<file path="src/rtl/rf_issue_sched_pkg.sv">
// rf_sched_pkg: shared types and helpers for the register-file issue scheduler.
//   - calc_addr_w      : address width from stack geometry
//   - stack_field /
//     cell_field       : split an address into its stack and cell parts
//   - stage_t          : {valid, vec, addr} record for the issue and writeback stages
//   - lane_sel         : per-lane select address for a scalar or vector op
//   - overlap          : coverage test between a read operand and a pending write
// Addresses travel as addr_t (ADDR_W_MAX bits); only the low ADDR_W bits are
// meaningful and the rest stay zero.
package rf_sched_pkg;

  localparam int ADDR_W_MAX = 16;

  typedef logic [ADDR_W_MAX-1:0] addr_t;

  typedef struct packed {
    logic  valid;
    logic  vec;
    addr_t addr;
  } stage_t;

  function automatic int calc_addr_w(input int stack_num, input int stack_size);
    return $clog2(stack_num * stack_size);
  endfunction

  function automatic addr_t field_mask(input int addr_w);
    return addr_t'((32'd1 << (addr_w / 2)) - 32'd1);
  endfunction

  function automatic addr_t stack_field(input addr_t a, input int addr_w);
    return (a >> (addr_w / 2)) & field_mask(addr_w);
  endfunction

  function automatic addr_t cell_field(input addr_t a, input int addr_w);
    return a & field_mask(addr_w);
  endfunction

  // Scalar ops use lane 0 only; idle lanes read address 0.
  // Vector ops walk every cell of the addressed stack, one per lane.
  function automatic addr_t lane_sel(input addr_t a, input logic vec, input int lane,
                                     input int addr_w);
    if (vec)
      return (stack_field(a, addr_w) << (addr_w / 2)) | addr_t'(lane);
    else if (lane == 0)
      return cell_field(a, addr_w) | (stack_field(a, addr_w) << (addr_w / 2));
    else
      return '0;
  endfunction

  // A vector address covers its whole stack, so any vector on either side
  // reduces the test to a stack-field compare.
  function automatic logic overlap(input addr_t rd, input logic rd_vec,
                                   input addr_t wr, input logic wr_vec, input int addr_w);
    if (rd_vec || wr_vec)
      return stack_field(rd, addr_w) == stack_field(wr, addr_w);
    else
      return rd == wr;
  endfunction

endpackage

</file>
<file path="src/rtl/rf_wb_pipe.sv">
// rf_wb_pipe: fixed-depth delay line of stage_t records carrying issued ops to
// writeback. Every stage is exposed so the hazard logic can see all pending writes.
// Ports:
//   clk       in   clock
//   rst_n     in   asynchronous active-low clear (drops all pending writes)
//   in_stage  in   record entering stage 0 (the issue register)
//   stages    out  all stages; stages[depth-1] is the one writing back
module rf_wb_pipe
  import rf_sched_pkg::*;
#(
  parameter int depth = 2
) (
  input  logic                 clk,
  input  logic                 rst_n,
  input  stage_t               in_stage,
  output stage_t [depth-1:0]   stages
);

  genvar gi;
  generate
    for (gi = 0; gi < depth; gi++) begin : g_stage
      stage_t q_reg;
      if (gi == 0) begin : g_first
        always_ff @(posedge clk or negedge rst_n) begin
          if (!rst_n) q_reg <= '0;
          else        q_reg <= in_stage;
        end
      end else begin : g_next
        always_ff @(posedge clk or negedge rst_n) begin
          if (!rst_n) q_reg <= '0;
          else        q_reg <= g_stage[gi-1].q_reg;
        end
      end
      assign stages[gi] = q_reg;
    end
  endgenerate

endmodule

</file>
<file path="src/rtl/rf_issue_sched.sv">
// rf_issue_sched: issue/writeback sequencer for the stacked register file.
// Accepts one scalar or vector op per handshake, drives per-lane read selects in
// the issue cycle and per-lane write selects/enables exec_lat cycles later.
// Optional feature macro: RF_SCHED_SCOREBOARD_EN -- when defined, requests whose
// operands overlap a write still in flight are stalled (RAW hazard).
// Ports:
//   clk, rst_n             clock, asynchronous active-low reset
//   req_valid/req_ready    request handshake
//   req_vec                1 = vector op
//   req_a, req_b, req_c    operand/destination addresses
//   sel_a, sel_b           per-lane read selects, valid while rd_valid
//   sel_c, wr_en           per-lane write selects and enables at writeback
//   rd_valid               issue strobe
//   busy                   an op is issued or in flight
module rf_issue_sched
  import rf_sched_pkg::*;
#(
  parameter  int stack_size = 4,
  parameter  int stack_num  = 4,
  parameter  int exec_lat   = 2,
  localparam int ADDR_W     = calc_addr_w(stack_num, stack_size)
) (
  input  logic                                 clk,
  input  logic                                 rst_n,
  input  logic                                 req_valid,
  output logic                                 req_ready,
  input  logic                                 req_vec,
  input  logic [ADDR_W-1:0]                    req_a,
  input  logic [ADDR_W-1:0]                    req_b,
  input  logic [ADDR_W-1:0]                    req_c,
  output logic [stack_size-1:0][ADDR_W-1:0]    sel_a,
  output logic [stack_size-1:0][ADDR_W-1:0]    sel_b,
  output logic [stack_size-1:0][ADDR_W-1:0]    sel_c,
  output logic [stack_size-1:0]                wr_en,
  output logic                                 rd_valid,
  output logic                                 busy
);

  stage_t                 issue_reg;
  addr_t                  issue_a_reg;
  addr_t                  issue_b_reg;
  logic                   ready_en_reg;
  logic                   accept;
  stage_t [exec_lat-1:0]  stages;
  stage_t                 wb;
  logic [exec_lat-1:0]    pipe_valid;

  assign accept = req_valid && req_ready;

  // ready_en_reg holds req_ready low until the first edge after reset release.
  always_ff @(posedge clk or negedge rst_n) begin
    if (!rst_n) begin
      ready_en_reg <= 1'b0;
      issue_reg    <= '0;
      issue_a_reg  <= '0;
      issue_b_reg  <= '0;
    end else begin
      ready_en_reg    <= 1'b1;
      issue_reg.valid <= accept;
      if (accept) begin
        issue_reg.vec  <= req_vec;
        issue_reg.addr <= addr_t'(req_c);
        issue_a_reg    <= addr_t'(req_a);
        issue_b_reg    <= addr_t'(req_b);
      end
    end
  end

  rf_wb_pipe #(.depth(exec_lat)) u_wb_pipe (
    .clk      (clk),
    .rst_n    (rst_n),
    .in_stage (issue_reg),
    .stages   (stages)
  );

  assign wb = stages[exec_lat-1];

  genvar gi;

`ifdef RF_SCHED_SCOREBOARD_EN
  // Pending writes: the issue register plus every pipe stage except the last,
  // whose write lands at this edge, ahead of any new issue.
  logic [exec_lat-1:0] hit;

  assign hit[0] = issue_reg.valid &&
                  (overlap(addr_t'(req_a), req_vec, issue_reg.addr, issue_reg.vec, ADDR_W) ||
                   overlap(addr_t'(req_b), req_vec, issue_reg.addr, issue_reg.vec, ADDR_W));

  generate
    for (gi = 0; gi < exec_lat - 1; gi++) begin : g_hit
      assign hit[gi+1] = stages[gi].valid &&
                         (overlap(addr_t'(req_a), req_vec, stages[gi].addr, stages[gi].vec, ADDR_W) ||
                          overlap(addr_t'(req_b), req_vec, stages[gi].addr, stages[gi].vec, ADDR_W));
    end
  endgenerate

  assign req_ready = ready_en_reg && !(|hit);
`else
  // Without hazard checks only the valid bits and the final stage are consumed.
  logic unused_stage_bits;
  assign unused_stage_bits = ^stages;
  assign req_ready = ready_en_reg;
`endif

  assign rd_valid = issue_reg.valid;

  generate
    for (gi = 0; gi < exec_lat; gi++) begin : g_pv
      assign pipe_valid[gi] = stages[gi].valid;
    end
    for (gi = 0; gi < stack_size; gi++) begin : g_lane
      assign sel_a[gi] = issue_reg.valid ?
                         ADDR_W'(lane_sel(issue_a_reg, issue_reg.vec, gi, ADDR_W)) : '0;
      assign sel_b[gi] = issue_reg.valid ?
                         ADDR_W'(lane_sel(issue_b_reg, issue_reg.vec, gi, ADDR_W)) : '0;
      assign sel_c[gi] = wb.valid ?
                         ADDR_W'(lane_sel(wb.addr, wb.vec, gi, ADDR_W)) : '0;
      assign wr_en[gi] = wb.valid && (wb.vec || (gi == 0));
    end
  endgenerate

  assign busy = issue_reg.valid || (|pipe_valid);

endmodule
</file>
<file path="config.mk">
export PLATFORM = sky130hd
export DESIGN_NAME = rf_issue_sched
export DESIGN_NICKNAME = d
export VERILOG_FILES = /design/src/rtl/rf_issue_sched_pkg.sv /design/src/rtl/rf_wb_pipe.sv /design/src/rtl/rf_issue_sched.sv
export SDC_FILE = /design/constraint.sdc
export NUM_CORES = 1
export LEC_CHECK = 0
export ABC_AREA = 1
export BUFFER_PORTS_ARGS = -buffer_cell sky130_fd_sc_hd__buf_2
export CORE_MARGIN = 4
export CORE_UTILIZATION = 41
export CTS_BUF_LIST = sky130_fd_sc_hd__clkbuf_4
export DETAILED_ROUTE_END_ITERATION = 6
export GPL_TIMING_DRIVEN = 0
export PLACE_DENSITY = 0.88
export SLEW_MARGIN = 10
export SYNTH_ARGS = -nofsm -noshare
export SYNTH_HDL_FRONTEND = slang
export SYNTH_SLANG_ARGS = --single-unit
</file>
<file path="constraint.sdc">
create_clock -name clk -period 1 [get_ports clk]
set_input_delay 0.1 -clock clk [delete_from_list [all_inputs] [get_ports clk]]
set_output_delay 0.1 -clock clk [all_outputs]
set_load 0.05 [all_outputs]
</file>
Yosys cells after proc, flatten, opt, wreduce, memory -nomap -nowiden
Cells that the tools add are included.
{"block": "totals", "ff_bits": 27, "output_inout_bits": 55, "elab_cells": 43}
{"block": "op_classes", "muxes": 24, "n_bitwise": 3, "n_reduce_logical": 4}
{"cell": "two-way mux 4 bit", "n": 24}
{"cell": "bitwise OR 2 x 4 -> 4 bit", "n": 3}
{"cell": "logical AND 1 bit", "n": 2}
{"cell": "OR reduction 2 bit", "n": 1}
{"cell": "logical OR 1 bit", "n": 1}

Longest topological paths before layout
{"block": "logic_depth", "ltp_word": 3, "mapped_depth": 4}

Modules after synthesis
Synthesis repeated with hierarchy kept, for this count alone.
{"block": "unflattened", "cells_unflattened": 172, "hier_area_um2": 1880.6}
{"module": "rf_issue_sched", "n_inst": 1, "cells_each": 136, "area_per_inst_um2": 979.7, "seq_area_each_um2": 375.4}
{"module": "rf_wb_pipe", "n_inst": 1, "cells_each": 36, "area_per_inst_um2": 900.9, "seq_area_each_um2": 900.9}

Worst setup path after synthesis
No wires, ideal clock.
{"block": "synth_timing", "kind": "register to output", "startpoint": "reg issue_reg, in the netlist rd_valid", "endpoint": "out sel_a[10] in the netlist's numbering", "arrival_ns": 2.013, "required_ns": 0.900, "slack_ns": -1.113, "stages_incl_launch_ff": 4, "cell_sequence": "dfrtp_1 nand2_1 nor2_1 buf_4"}
{"element": "from (decl)", "line_no": "rf_issue_sched.sv:39", "source": "stage_t issue_reg;"}
{"element": "to (decl)", "line_no": "rf_issue_sched.sv:31", "source": "output logic [stack_size-1:0][ADDR_W-1:0] sel_a,"}

==> results.py <==
metrics = {
    "logic_synthesis": {
        "synthCells": 150,
        "ys_ff_latch": 27,
        "syn_area_mm2": 0.00129,
        "seq_area_frac_synth_pct": 52.3,
        "yosysUniqueCellTypes": 9,
        "postSynthAreaPerCell_um2": 8.61,
        "yosys_warnings": 0,
    },
    "sta": {
        "drv_slew": 0,
        "tightest_slew_ns": 0.596,
        "finalClockSkew_ns": 0.00506,
        "hold_viol_final": 0,
        "max_slew_margin_pct": 60.2,
        "fin_ws_ns": -0.545,
        "finalSetupViolCount": 49,
        "fin_crit_ns": 1.55,
        "rsz0062_at_grt": "true",
        "period_share_pct": 155,
        "max_clock_freq_mhz": 647,
        "tns_ns": -22.69,
    },
    "flow_run": {
        "drv_cap": 0,
    },
    "floorplan": {
        "core_area_mm2": 0.00303,
        "row_count": 20,
        "initial_core_util_pct": 42.6,
        "die_area_mm2": 0.00411,
        "fp.dieW_um": 64.1,
        "die_height_um": 64.1,
        "num_io_pins": 71,
    },
    "placed_design": {
        "io_buffer_count": 64,
        "hpwl_um": 2200,
        "place.gp.congestion": 0.716,
    },
    "detailed_routing": {
        "ant_nets": 0,
        "vias": 1250,
        "wl_per_cell_um": 13.6,
        "viasPerCell": 4.33,
        "drcViolationCount": 0,
        "drtIter0Drc": 28,
        "drt_pass1_iterations": 4,
        "wl_um": 3920,
    },
    "layout": {
        "drive_above_1_share_pct": 60.0,
        "area_growth_pct": 101,
        "mostFrequentLayoutCell": "buf_6",
        "n_antenna_cell": 0,
        "finalNetCount": 262,
        "final_cell_mix": "buf_6 (42), nand2_1 (30), buf_8 (27)",
        "final_util_pct": 85.7,
        "largest_reg_flops": 12,
    },
    "clock_tree": {
        "cts_sinks": 27,
        "cts_tree": "yes",
        "cts_root_buffer": "clkbuf_4",
        "clockBufferDepth": 2,
        "cts.clk_slew.worst_paths_ns": 0.15,
        "cts_made_buffers": 3,
        "htree_levels": 1,
        "clk-insertion-delay-late_ns": 0.34,
    },
    "worst_setup_path": {
        "cp_data_required_time_ns": 0.90,
        "path_class": "register to output port",
        "end_kind": "output port",
        "path_cells": "nand2_8, buf_4, nor2_4, buf_6, buf_8",
        "slowest_delay_ns": 0.49,
        "path_delay_family": "flip-flops",
        "setup.worst_path.start_class": "register",
        "cpMaxStageDelayCell": "dfrtp_4",
        "critPathArrivalTime_ns": 1.45,
        "worst-path-max-fanout": 4,
        "path_buf_inv": 3,
    },
    "global_route": {
        "grt_usage_pct": 18.0,
        "grt-ovfl-total": 0,
        "grt_pass1_vias": 1229,
        "grt_pass1_wl_um": 5800,
        "grt_max_degree": 28,
        "antenna_found_initial": 0,
    },
    "status": {
        "status": "finished, violations left",
        "violations": "negative setup slack",
    },
    "pwr": {
        "vdd_ir_drop_max_mv": 0.799,
        "p_switching_mw": 1.12,
        "combPwrFrac_pct": 38.5,
        "power.internal_mw": 1.82,
        "p_clk_share_pct": 17.0,
        "leakage_nw": 1.34,
        "switching_share_pct": 38.1,
        "power.density_mw_per_mm2": 1130,
        "p_seq_share_pct": 44.5,
    },
    "worst_hold_path": {
        "hold_class": "input pin to register",
    },
}
[what timing repair did]
item	CTS	global route
hold endpoints to repair	35	0
buffers inserted	6	6
setup endpoints to repair	49	59
cloned	0	1
pin swaps	5	5
hold buffers	9	0
gates resized for setup	126	18
[layout make-up]
| type | count | area (um2) |
|---|---|---|
| repair buffers | 86 | 915 |
| flip-flops and latches | 27 | 683 |
| multi-input cells | 71 | 469 |
| fillers | 159 | 434 |
| plain buffers | 35 | 349 |
| inverters | 22 | 92.6 |
| well taps | 44 | 55.1 |
| clock buffers | 3 | 22.5 |
| clock inverters | 1 | 7.51 |
[synth_stat cells]
| library cell | n | area, um2 |
|---|---|---|
| buf_6 | 1 | 11.3 |
| inv_1 | 22 | 82.6 |
| dfrtp_1 | 27 | 676 |
| buf_4 | 34 | 255 |
| nand2_1 | 37 | 139 |
| conb_1 | 2 | 7.51 |
| nand3_1 | 13 | 65.1 |
| nor2_1 | 13 | 48.8 |
| nand2_2 | 1 | 6.26 |
[stage by stage]
stage               power, mW  cells  cell area [um2]  setup slack [ns]  hold slack (ns)
floorplan                1.97    155             1510            -0.422           -0.196
global placement         2.12    263             1880            -0.273            0.123
detailed placement       2.15    263             1880            -0.295            0.129
CTS                      2.85    282             2470            -0.568          0.00429
global route             3.05    289             2590            -0.602          0.00699
finish                   2.94    289             2590            -0.545         0.000761
[worst paths after layout]
path / startpoint / endpoint / slack (ns) / depth (start not counted)
setup / recovery: rd_valid$_DFF_PN0_ / sel_b[10] / -0.55 / 5
hold / removal: req_c[2] / issue_reg[2]$_DFFE_PN0P_ / 0.0008 / 3
setup reg to reg: req_ready$_DFF_PN0_ / issue_reg[1]$_DFFE_PN0P_ / 0.03 / 5
hold reg to reg: u_wb_pipe.stages[16]$_DFF_PN0_ / u_wb_pipe.stages[34]$_DFF_PN0_ / 0.37 / 0
max in group asynchronous: rst_n / rd_valid$_DFF_PN0_ / 0.27 / 2
min in group asynchronous: rst_n / issue_b_reg[2]$_DFFE_PN0P_ / 0.28 / 2
[cell families after synthesis]
kind of cell           Yosys count  share of synthesized area (%)
buffers and inverters           57                           27.0
DFF                             27                           52.3
other                            2                          0.582
and+or+nand+nor                 64                           20.1
[worst register-to-register path, cell delays in order (launching register included)]
cell     delay [ns]
dfrtp_2        0.41
buf_6          0.14
nand2_8        0.06
buf_4          0.16
nand2_1        0.06
nand2_1        0.05
[power groups by stage]
stage / Combinational (mW) / Sequential [mW] / Clock (mW)
2_1_floorplan: 0.652 / 1.32 / 0
3_3_place_gp: 0.811 / 1.31 / 0
3_5_place_dp: 0.829 / 1.32 / 0
4_1_cts: 1.06 / 1.30 / 0.493
5_1_grt: 1.19 / 1.32 / 0.542
6_report: 1.13 / 1.31 / 0.500
[per-layer routing]
layer	global-route usage, %	vias up	part of all wire (%)
met3	2.11	9	4.7
met4	4.75	0	1.9
met2	36.9	54	57
li1	-	593	-
met5	0	-	0
met1	18.9	594	37
No activity file was read; power rests on OpenSTA's default activity.
